## config.mk

```make
export PLATFORM = sky130hd
export DESIGN_NAME = syn_interrupt_controller_flat
export DESIGN_NICKNAME = d
export VERILOG_FILES = /design/src/rtl/syn_interrupt_controller_if.sv /design/src/rtl/syn_interrupt_controller.sv /design/src/flat_wrapper.sv
export SDC_FILE = /design/constraint.sdc
export NUM_CORES = 1
export LEC_CHECK = 0
export ABC_AREA = 1
export BUFFER_PORTS_ARGS = -buffer_cell sky130_fd_sc_hd__buf_4
export CORE_MARGIN = 2
export CORE_UTILIZATION = 42
export CTS_CLUSTER_SIZE = 25
export DETAILED_ROUTE_END_ITERATION = 10
export GPL_TIMING_DRIVEN = 1
export HOLD_SLACK_MARGIN = 0.05
export PLACE_DENSITY = 0.77
export SLEW_MARGIN = 15
export SYNTH_ARGS = -nofsm -noshare
export SYNTH_HDL_FRONTEND = slang
export SYNTH_SLANG_ARGS = --single-unit
```

## constraint.sdc

```tcl
create_clock -name clk -period 1.15 [get_ports clk]
set_input_delay 0.23 -clock clk [delete_from_list [all_inputs] [get_ports clk]]
set_output_delay 0.23 -clock clk [all_outputs]
set_load 0.01 [all_outputs]
```

## src/rtl/syn_interrupt_controller_if.sv

```systemverilog
// Bus bundle between the interrupt controller and the surrounding pipeline/PC logic.
interface syn_interrupt_controller_if #(
  parameter int IM_ADDR_BIT = 12
);
  logic                   en;
  logic [2:0]             irq_in;
  logic                   mask_w_en;
  logic [2:0]             mask_in;
  logic                   stall;
  logic                   int_ack;
  logic [IM_ADDR_BIT-1:0] pc_resume;
  logic                   eret;
  logic                   int_req;
  logic [IM_ADDR_BIT-1:0] int_addr;
  logic [IM_ADDR_BIT-1:0] epc;
  logic [1:0]             int_id;
  logic                   in_service;
  logic [2:0]             pending;
  logic [2:0]             mask;

  modport master (
    output en, irq_in, mask_w_en, mask_in, stall, int_ack, pc_resume, eret,
    input  int_req, int_addr, epc, int_id, in_service, pending, mask
  );

  modport slave (
    input  en, irq_in, mask_w_en, mask_in, stall, int_ack, pc_resume, eret,
    output int_req, int_addr, epc, int_id, in_service, pending, mask
  );
endinterface

```

## src/rtl/syn_interrupt_controller.sv

```systemverilog
// Three-source vectored interrupt controller with edge-detected requests and a return stack.
// Define INT_NESTED_EN for preemption by strictly higher-priority sources (stack depth 3).
module syn_interrupt_controller #(
  parameter int                     IM_ADDR_BIT = 12,
  parameter logic [IM_ADDR_BIT-1:0] VEC0        = 12'h100,
  parameter logic [IM_ADDR_BIT-1:0] VEC1        = 12'h140,
  parameter logic [IM_ADDR_BIT-1:0] VEC2        = 12'h180
) (
  input logic                      clk,
  input logic                      rst,
  syn_interrupt_controller_if.slave bus
);

  typedef enum logic [1:0] {
    S_IDLE    = 2'd0,
    S_REQ     = 2'd1,
    S_SERVICE = 2'd2
  } state_t;

  localparam logic [1:0] ID_NONE = 2'd3;

  state_t                 state_r;
  logic [2:0]             irq_q_r;
  logic [2:0]             pending_r;
  logic [2:0]             mask_r;
  logic [1:0]             sel_r;
  logic                   int_req_r;
  logic [IM_ADDR_BIT-1:0] int_addr_r;
  logic [IM_ADDR_BIT-1:0] epc_r;
  logic [1:0]             int_id_r;
  logic                   in_service_r;

  logic [2:0]             eligible_s;
  logic [1:0]             hi_sel_s;
  logic [2:0]             set_s;
  logic [2:0]             clr_s;
  logic [2:0]             pending_nxt_s;

`ifdef INT_NESTED_EN
  logic [IM_ADDR_BIT-1:0] stk_pc_r [0:2];
  logic [1:0]             stk_id_r [0:2];
  logic [1:0]             sp_r;
  logic                   preempt_s;
`endif

  // Fixed priority: lowest index wins, ID_NONE when nothing is eligible.
  function automatic logic [1:0] prio_sel(input logic [2:0] vec);
    logic [1:0] id;
    if (vec[0]) begin
      id = 2'd0;
    end else if (vec[1]) begin
      id = 2'd1;
    end else if (vec[2]) begin
      id = 2'd2;
    end else begin
      id = ID_NONE;
    end
    return id;
  endfunction

  function automatic logic [IM_ADDR_BIT-1:0] vec_of(input logic [1:0] id);
    logic [IM_ADDR_BIT-1:0] addr;
    case (id)
      2'd0:    addr = VEC0;
      2'd1:    addr = VEC1;
      2'd2:    addr = VEC2;
      default: addr = {IM_ADDR_BIT{1'b0}};
    endcase
    return addr;
  endfunction

  // Edge detection, arbitration and pending next-state (a new edge beats the ack clear).
  always_comb begin
    eligible_s = pending_r & ~mask_r;
    hi_sel_s   = prio_sel(eligible_s);
    set_s      = bus.irq_in & ~irq_q_r;
    if ((state_r == S_REQ) && bus.int_ack) begin
      clr_s = 3'b001 << sel_r;
    end else begin
      clr_s = 3'b000;
    end
    pending_nxt_s = (pending_r & ~clr_s) | set_s;
  end

`ifdef INT_NESTED_EN
  // Preemption only by a strictly more urgent source than the one being serviced.
  always_comb begin
    if ((state_r == S_SERVICE) && (eligible_s != 3'b000) && !bus.stall &&
        (hi_sel_s < int_id_r) && (sp_r != 2'd3)) begin
      preempt_s = 1'b1;
    end else begin
      preempt_s = 1'b0;
    end
  end
`endif

  // Controller state, return stack and registered outputs; en low freezes everything.
  always_ff @(posedge clk or posedge rst) begin
    if (rst) begin
      state_r      <= S_IDLE;
      irq_q_r      <= 3'b000;
      pending_r    <= 3'b000;
      mask_r       <= 3'b000;
      sel_r        <= ID_NONE;
      int_req_r    <= 1'b0;
      int_addr_r   <= {IM_ADDR_BIT{1'b0}};
      epc_r        <= {IM_ADDR_BIT{1'b0}};
      int_id_r     <= ID_NONE;
      in_service_r <= 1'b0;
`ifdef INT_NESTED_EN
      sp_r         <= 2'd0;
      for (int i = 0; i < 3; i++) begin
        stk_pc_r[i] <= {IM_ADDR_BIT{1'b0}};
        stk_id_r[i] <= ID_NONE;
      end
`endif
    end else if (bus.en) begin
      irq_q_r   <= bus.irq_in;
      pending_r <= pending_nxt_s;
      if (bus.mask_w_en) begin
        mask_r <= bus.mask_in;
      end else begin
        mask_r <= mask_r;
      end
      case (state_r)
        S_IDLE: begin
          if ((eligible_s != 3'b000) && !bus.stall) begin
            state_r    <= S_REQ;
            sel_r      <= hi_sel_s;
            int_req_r  <= 1'b1;
            int_addr_r <= vec_of(hi_sel_s);
            int_id_r   <= hi_sel_s;
          end
        end
        S_REQ: begin
          // The latched request stands until acknowledged, whatever the mask does.
          if (bus.int_ack) begin
            state_r      <= S_SERVICE;
            int_req_r    <= 1'b0;
            in_service_r <= 1'b1;
            epc_r        <= bus.pc_resume;
`ifdef INT_NESTED_EN
            stk_pc_r[sp_r] <= bus.pc_resume;
            stk_id_r[sp_r] <= sel_r;
            sp_r           <= sp_r + 2'd1;
`endif
          end
        end
        S_SERVICE: begin
`ifdef INT_NESTED_EN
          if (bus.eret && (sp_r > 2'd1)) begin
            sp_r       <= sp_r - 2'd1;
            epc_r      <= stk_pc_r[sp_r - 2'd2];
            int_id_r   <= stk_id_r[sp_r - 2'd2];
            sel_r      <= stk_id_r[sp_r - 2'd2];
            int_addr_r <= vec_of(stk_id_r[sp_r - 2'd2]);
          end else if (bus.eret) begin
            sp_r         <= 2'd0;
            state_r      <= S_IDLE;
            in_service_r <= 1'b0;
            epc_r        <= {IM_ADDR_BIT{1'b0}};
            int_id_r     <= ID_NONE;
            int_addr_r   <= {IM_ADDR_BIT{1'b0}};
          end else if (preempt_s) begin
            state_r      <= S_REQ;
            sel_r        <= hi_sel_s;
            int_req_r    <= 1'b1;
            in_service_r <= 1'b0;
            int_addr_r   <= vec_of(hi_sel_s);
            int_id_r     <= hi_sel_s;
          end
`else
          if (bus.eret) begin
            state_r      <= S_IDLE;
            in_service_r <= 1'b0;
            epc_r        <= {IM_ADDR_BIT{1'b0}};
            int_id_r     <= ID_NONE;
            int_addr_r   <= {IM_ADDR_BIT{1'b0}};
          end
`endif
        end
        default: begin
          state_r      <= S_IDLE;
          int_req_r    <= 1'b0;
          in_service_r <= 1'b0;
          int_id_r     <= ID_NONE;
        end
      endcase
    end
  end

  assign bus.int_req    = int_req_r;
  assign bus.int_addr   = int_addr_r;
  assign bus.epc        = epc_r;
  assign bus.int_id     = int_id_r;
  assign bus.in_service = in_service_r;
  assign bus.pending    = pending_r;
  assign bus.mask       = mask_r;

endmodule
```

## src/flat_wrapper.sv

```systemverilog
// flat-port wrapper written by rule: the top's interface ports become plain ports
module syn_interrupt_controller_flat 
#(
  parameter int                     IM_ADDR_BIT = 12,
  parameter logic [IM_ADDR_BIT-1:0] VEC0        = 12'h100,
  parameter logic [IM_ADDR_BIT-1:0] VEC1        = 12'h140,
  parameter logic [IM_ADDR_BIT-1:0] VEC2        = 12'h180
)
  (clk, rst, bus_en, bus_irq_in, bus_mask_w_en, bus_mask_in, bus_stall, bus_int_ack, bus_pc_resume, bus_eret, bus_int_req, bus_int_addr, bus_epc, bus_int_id, bus_in_service, bus_pending, bus_mask);
  syn_interrupt_controller_if #(.IM_ADDR_BIT(IM_ADDR_BIT)) bus_i ();
  input logic clk;
  input logic rst;
  input wire logic [$bits(bus_i.en)-1:0] bus_en;
  input wire logic [$bits(bus_i.irq_in)-1:0] bus_irq_in;
  input wire logic [$bits(bus_i.mask_w_en)-1:0] bus_mask_w_en;
  input wire logic [$bits(bus_i.mask_in)-1:0] bus_mask_in;
  input wire logic [$bits(bus_i.stall)-1:0] bus_stall;
  input wire logic [$bits(bus_i.int_ack)-1:0] bus_int_ack;
  input wire logic [$bits(bus_i.pc_resume)-1:0] bus_pc_resume;
  input wire logic [$bits(bus_i.eret)-1:0] bus_eret;
  output wire logic [$bits(bus_i.int_req)-1:0] bus_int_req;
  output wire logic [$bits(bus_i.int_addr)-1:0] bus_int_addr;
  output wire logic [$bits(bus_i.epc)-1:0] bus_epc;
  output wire logic [$bits(bus_i.int_id)-1:0] bus_int_id;
  output wire logic [$bits(bus_i.in_service)-1:0] bus_in_service;
  output wire logic [$bits(bus_i.pending)-1:0] bus_pending;
  output wire logic [$bits(bus_i.mask)-1:0] bus_mask;
  assign bus_i.en = bus_en;
  assign bus_i.irq_in = bus_irq_in;
  assign bus_i.mask_w_en = bus_mask_w_en;
  assign bus_i.mask_in = bus_mask_in;
  assign bus_i.stall = bus_stall;
  assign bus_i.int_ack = bus_int_ack;
  assign bus_i.pc_resume = bus_pc_resume;
  assign bus_i.eret = bus_eret;
  assign bus_int_req = bus_i.int_req;
  assign bus_int_addr = bus_i.int_addr;
  assign bus_epc = bus_i.epc;
  assign bus_int_id = bus_i.int_id;
  assign bus_in_service = bus_i.in_service;
  assign bus_pending = bus_i.pending;
  assign bus_mask = bus_i.mask;
  syn_interrupt_controller #(.IM_ADDR_BIT(IM_ADDR_BIT), .VEC0(VEC0), .VEC1(VEC1), .VEC2(VEC2)) u_core (.clk(clk), .rst(rst), .bus(bus_i));
endmodule
```

Word level (Yosys, flattened, before mapping)
Index checks and enable logic that the tools add are counted.
{"block": "op_classes", "reduce_logical": 16, "n_eq_ne": 7, "muxes": 23, "bitwise": 10, "shift": 1}
{"op": "$pmux 12 s2", "n": 2}
{"op": "$mux 12", "n": 3}
{"op": "$pmux 9 s3", "n": 1}
{"op": "$reduce_and 4->1", "n": 6}
{"op": "$mux 2", "n": 7}
{"op": "$pmux 2 s3", "n": 2}
{"op": "$and 3x3->3", "n": 3}
{"op": "$not 3->3", "n": 3}
{"op": "$pmux 1 s3", "n": 2}
{"op": "$mux 1", "n": 5}
{"op": "$eq 2x1->1 const B", "n": 2}
{"op": "$eq 2x2->1 const B", "n": 2}
{"op": "$logic_not 2->1", "n": 2}
{"op": "$ne 2x2->1 const B", "n": 2}
{"op": "$reduce_bool 2->1", "n": 2}
{"op": "$mux 3", "n": 1}
{"op": "$not 1->1", "n": 3}
{"op": "$or 3x3->3", "n": 1}
{"op": "$reduce_and 3->1", "n": 1}
{"op": "$reduce_bool 3->1", "n": 1}
{"op": "$shl 1x2->3 const A", "n": 1}
{"op": "$logic_and 1x1->1", "n": 2}
{"op": "$ne 2x1->1 const B", "n": 1}
{"op": "$reduce_and 2->1", "n": 1}
{"op": "$logic_not 1->1", "n": 1}
{"block": "word_totals", "out_inout_bits": 34, "reg_bits": 41, "in_bits": 25}

Depth between registers and ports, before layout
{"block": "depth", "ltp_word": 9, "mapped_depth": 8, "ltp_nobuf": 8}

Least setup slack after synthesis
Ideal clock, no wire load.
{"block": "synth_timing", "kind": "register -> register", "start": "register u_core.state_r[1]", "end": "register u_core.epc_r[6] (netlist: u_core.bus.epc[6])", "path_stages_with_launch": 8, "period_less_slack_ns": 1.200, "path_slack_ns": -0.050, "setup_ns": 0.118, "t_arrival_ns": 1.082, "path_buffers": 1, "cell_sequence": "dfrtp_1 -> nor2_2 -> nand2_1 -> nand2_2 -> nand2_4 -> buf_8 -> nand2_1 -> o21ai_2"}
{"block": "synth_via", "elab_chain_cells": 3, "elab_cells_between_ends": 7, "classes_between": "eq/ne: 4; mux: 1; reduce/logical: 2"}
{"item": "start: declaration", "line_no": "syn_interrupt_controller.sv:22", "source": "state_t state_r;"}
{"item": "start signal: assignment", "line_no": "syn_interrupt_controller.sv:100", "source": "state_r <= S_IDLE;"}
{"item": "start signal: assignment", "line_no": "syn_interrupt_controller.sv:128", "source": "state_r <= S_REQ;"}
{"item": "start signal: assignment", "line_no": "syn_interrupt_controller.sv:138", "source": "state_r <= S_SERVICE;"}
{"item": "$eq 2x2->1 or $eq 2x1->1 (tied branches)", "line_no": "syn_interrupt_controller.sv:125", "source": "case (state_r)"}
{"item": "$ne 2x2->1 (no source line) or $reduce_bool 2->1 (tied branches)"}
{"item": "$reduce_and 4->1 (no source line)"}
{"item": "end signal: assignment", "line_no": "syn_interrupt_controller.sv:107", "source": "epc_r <= {IM_ADDR_BIT{1'b0}};"}
{"item": "end signal: assignment", "line_no": "syn_interrupt_controller.sv:141", "source": "epc_r <= bus.pc_resume;"}
{"item": "end signal: assignment", "line_no": "syn_interrupt_controller.sv:176", "source": "epc_r <= {IM_ADDR_BIT{1'b0}};"}
{"item": "end: declaration", "line_no": "syn_interrupt_controller.sv:29", "source": "logic [IM_ADDR_BIT-1:0] epc_r;"}
Several ways; a longest one is shown, not always the timed one.
A chain may end at the register's enable or synchronous reset.

Worst setup path in the final report
{"block": "layout_timing", "start": "register u_core.state_r[1]", "end": "register u_core.epc_r[9] (netlist: u_core.bus.epc[9])"}
Same word-level chain as after synthesis.

==> summary.txt <==
STA
  – Fin crit share: 1.081
  – PnR worst setup slack: -0.09314 ns
  – Min Tclk post-route: 1.243 ns
  – Final setup viols: 24
  – RSZ-0062 raised after global routing: yes
  – Fin. max-slew vios: 0
  – Clock skew: 0.006280 ns
  – F_max: 804.4 MHz
  – Final hold vios: 0

Synthesis
  – Post-synth top area share: 0.4469
  – Top cells by area, synth: dfrtp_1 45%, nand2_1 17%, dfstp_2 6.7%
  – Synthesized area: 1568 um2
  – Seq/Total Area, Yosys: 0.5140
  – Post-Synthesis Cells: 178
  – Syn avg cell area: 8.808 um2
  – Leading area contributor after synthesis: dfrtp_1
  – #FFs+latches synth: 32
  – Ys Warns: 0
  – Distinct cells, synth: 22

Floorplan
  – Die area: 4237 um2
  – Die width: 65.10 um
  – Initial core utilization: 0.4315
  – Die Ht: 65.10 um
  – Core Area: 3633 um2
  – Site Rows: 22
  – Top Ports: 59

Worst setup path
  – CP required: 1.32 ns
  – Slowest cell on crit path: dfrtp_2
  – WP data arrival: 1.42 ns
  – Crit-path leading delay family: simple AND/OR/NAND/NOR gates
  – Crit. End Element: register
  – Critical-path cell list: nand2_4 > nor2_8 > nor2_8 > buf_12 > nand2_4 > nand2_2 > o21ai_2
  – Crit-path max FO: 5
  – WP buf/inv: 1
  – Startpoint types: register
  – Biggest cell delay along the critical path: 0.46 ns
  – Setup CP Type: reg2reg

Global routing
  – Largest net degree at the start of global routing: 33
  – Initial antenna violation count: 0
  – Grt met1 use: 0.2076
  – Most used routing layer: met2
  – Total Routing Usage GR: 0.1810
  – First-pass GRT wire length: 5871 um
  – Met3 GRT Util: 0.05822
  – Gr ovfl total: 0
  – Vias in the first global route: 1325
  – GR Layer Usage met2: 0.3260

Clocking
  – Worst-path clk slew: 0.07 ns
  – Clk buf depth: 2
  – Number of buffers created by CTS: 5
  – CTS sink count: 32
  – Latest clock arrival within the worst-skew pair: 0.28 ns
  – H-tree levels: 2
  – CTS Root Cell: clkbuf_8
  – CTS tree: yes

Final layout
  – FILL cells: 301
  – Commonest non-fill, non-tap cell in the layout: buf_4
  – Nets: 285
  – Antenna fix cells: 0
  – Layout Utilization: 0.6880
  – Syn-to-layout area delta: 59.46%
  – Commonest non-fill, non-tap cells in the layout: 60 x buf_4, 51 x nand2_1, 27 x dfrtp_1
  – Layout cell share with drive strength beyond 1: 0.5402

Placement
  – Pre-CTS setup slack: -0.1259 ns
  – Gpl congestion: 0.8920
  – Final HPWL DP: 2509 um
  – I/O Buffers: 49

Min path
  – Worst min path class: in2reg

Routing
  – # DRC: 0
  – Via count: 1436
  – Initial DRC Count: 76
  – Routed WL: 4038 um
  – Post-route ant nets: 0
  – DRT Pass-1 Iters: 4
  – Vias per cell: 4.647
  – Routed WL per cell: 13.07 um

Status
  – Failing checks: negative setup slack
  – Status: finished, violations left

Power
  – Power density over the cells: 2380 nW/um2
  – Max VDD drop: 1.138 mV
  – Static leakage: 0.001322 uW

Job
  – MaxCap Viol Count: 0
[worst min-delay path: cells and delay by family]
family / cells / cell delay [ns]
buffers and inverters: 1 / 0.08
and+or+nand+nor: 2 / 0.11
[layer usage]
metal	part of all wire	vias to the layer above
met1	0.39	661
met5	0	-
li1	-	712
met4	0.0099	0
met2	0.53	58
met3	0.072	5
[cell usage after synthesis]
master / n
o21ai_2: 10
nand2_4: 2
nand2_1: 69
a21oi_1: 4
inv_2: 2
clkbuf_1: 1
buf_4: 10
inv_1: 13
nand3_1: 6
o31ai_1: 1
dfrtp_1: 28
conb_1: 1
buf_12: 1
dfstp_2: 4
nand2_2: 5
buf_8: 1
nor2_2: 1
nand4_1: 4
nor2_1: 5
nor3_1: 2
nor2_8: 2
o21ai_0: 6
[sequential cells by signal, summed over array words and instances, names as in the netlist]
register               cells
u_core.bus.epc            12
u_core.bus.int_addr        3
u_core.bus.mask            3
u_core.bus.pending         3
u_core.irq_q_r             3
u_core.bus.int_id          2
u_core.sel_r               2
u_core.state_r             2
u_core.bus.in_service      1
u_core.bus.int_req         1
[cell type report]
type	count	area [um2]	area share
Inverter	15	58.81	0.02352
Clock inverter	1	5.005	0.002002
Multi-Input combinational cell	129	825.8	0.3303
Tap cell	48	60.06	0.02402
Sequential cell	32	807.0	0.3228
Timing Repair Buffer	77	666.9	0.2668
Clock buffer	7	76.32	0.03053
[through the flow]
| step | TNS (ns) | power (uW) | std cells | instance area [um2] | hold WS [ns] |
|---|---|---|---|---|---|
| 2_1_floorplan | -0.2864 | 3279 | 186 | 1617 | 0.3432 |
| 3_3_place_gp | -1.108 | 4224 | 289 | 2086 | 0.2922 |
| 3_5_place_dp | -1.731 | 4287 | 289 | 2086 | 0.2959 |
| 4_1_cts | -0.8522 | 5558 | 302 | 2349 | 0.1626 |
| 5_1_grt | -3.015 | 6324 | 309 | 2500 | 0.1881 |
| 6_report | -1.357 | 5949 | 309 | 2500 | 0.1709 |
[cell families after synthesis]
| logic type | synth area share |
|---|---|
| compound gates | 0.09258 |
| buf+inv | 0.1085 |
| flops | 0.5140 |
| other cells | 0.002392 |
| simple gates | 0.2825 |
[power by group]
group,switching (uW),internal (uW),leakage (uW)
clock network,403,424,0.0000422
logic,1670,1530,0.000899
registers,313,1610,0.000381
[worst paths after layout]
| kind | start | endpoint | slack (ns) | cells after the start |
|---|---|---|---|---|
| max | u_core.state_r[1] | u_core.bus.epc[9] | -0.09 | 7 |
| min | bus_irq_in[1] | u_core.irq_q_r[1] | 0.17 | 3 |
| max reg2reg | u_core.state_r[1] | u_core.bus.epc[9] | -0.09 | 7 |
| min reg2reg | u_core.irq_q_r[1] | u_core.bus.pending[1] | 0.44 | 1 |
| max in group asynchronous | rst | u_core.sel_r[0] | 0.36 | 4 |
| min in group asynchronous | rst | u_core.bus.epc[2] | 0.55 | 4 |
[repair_timing]
action	CTS	global route
pin swaps	9	10
hold buffers	1	0
buffers inserted	4	4
endpoints found under the setup margin	32	32
endpoints found under the hold margin	28	0
gates cloned	0	3
gates resized for setup	37	19
(Power assumes the default switching activity.)
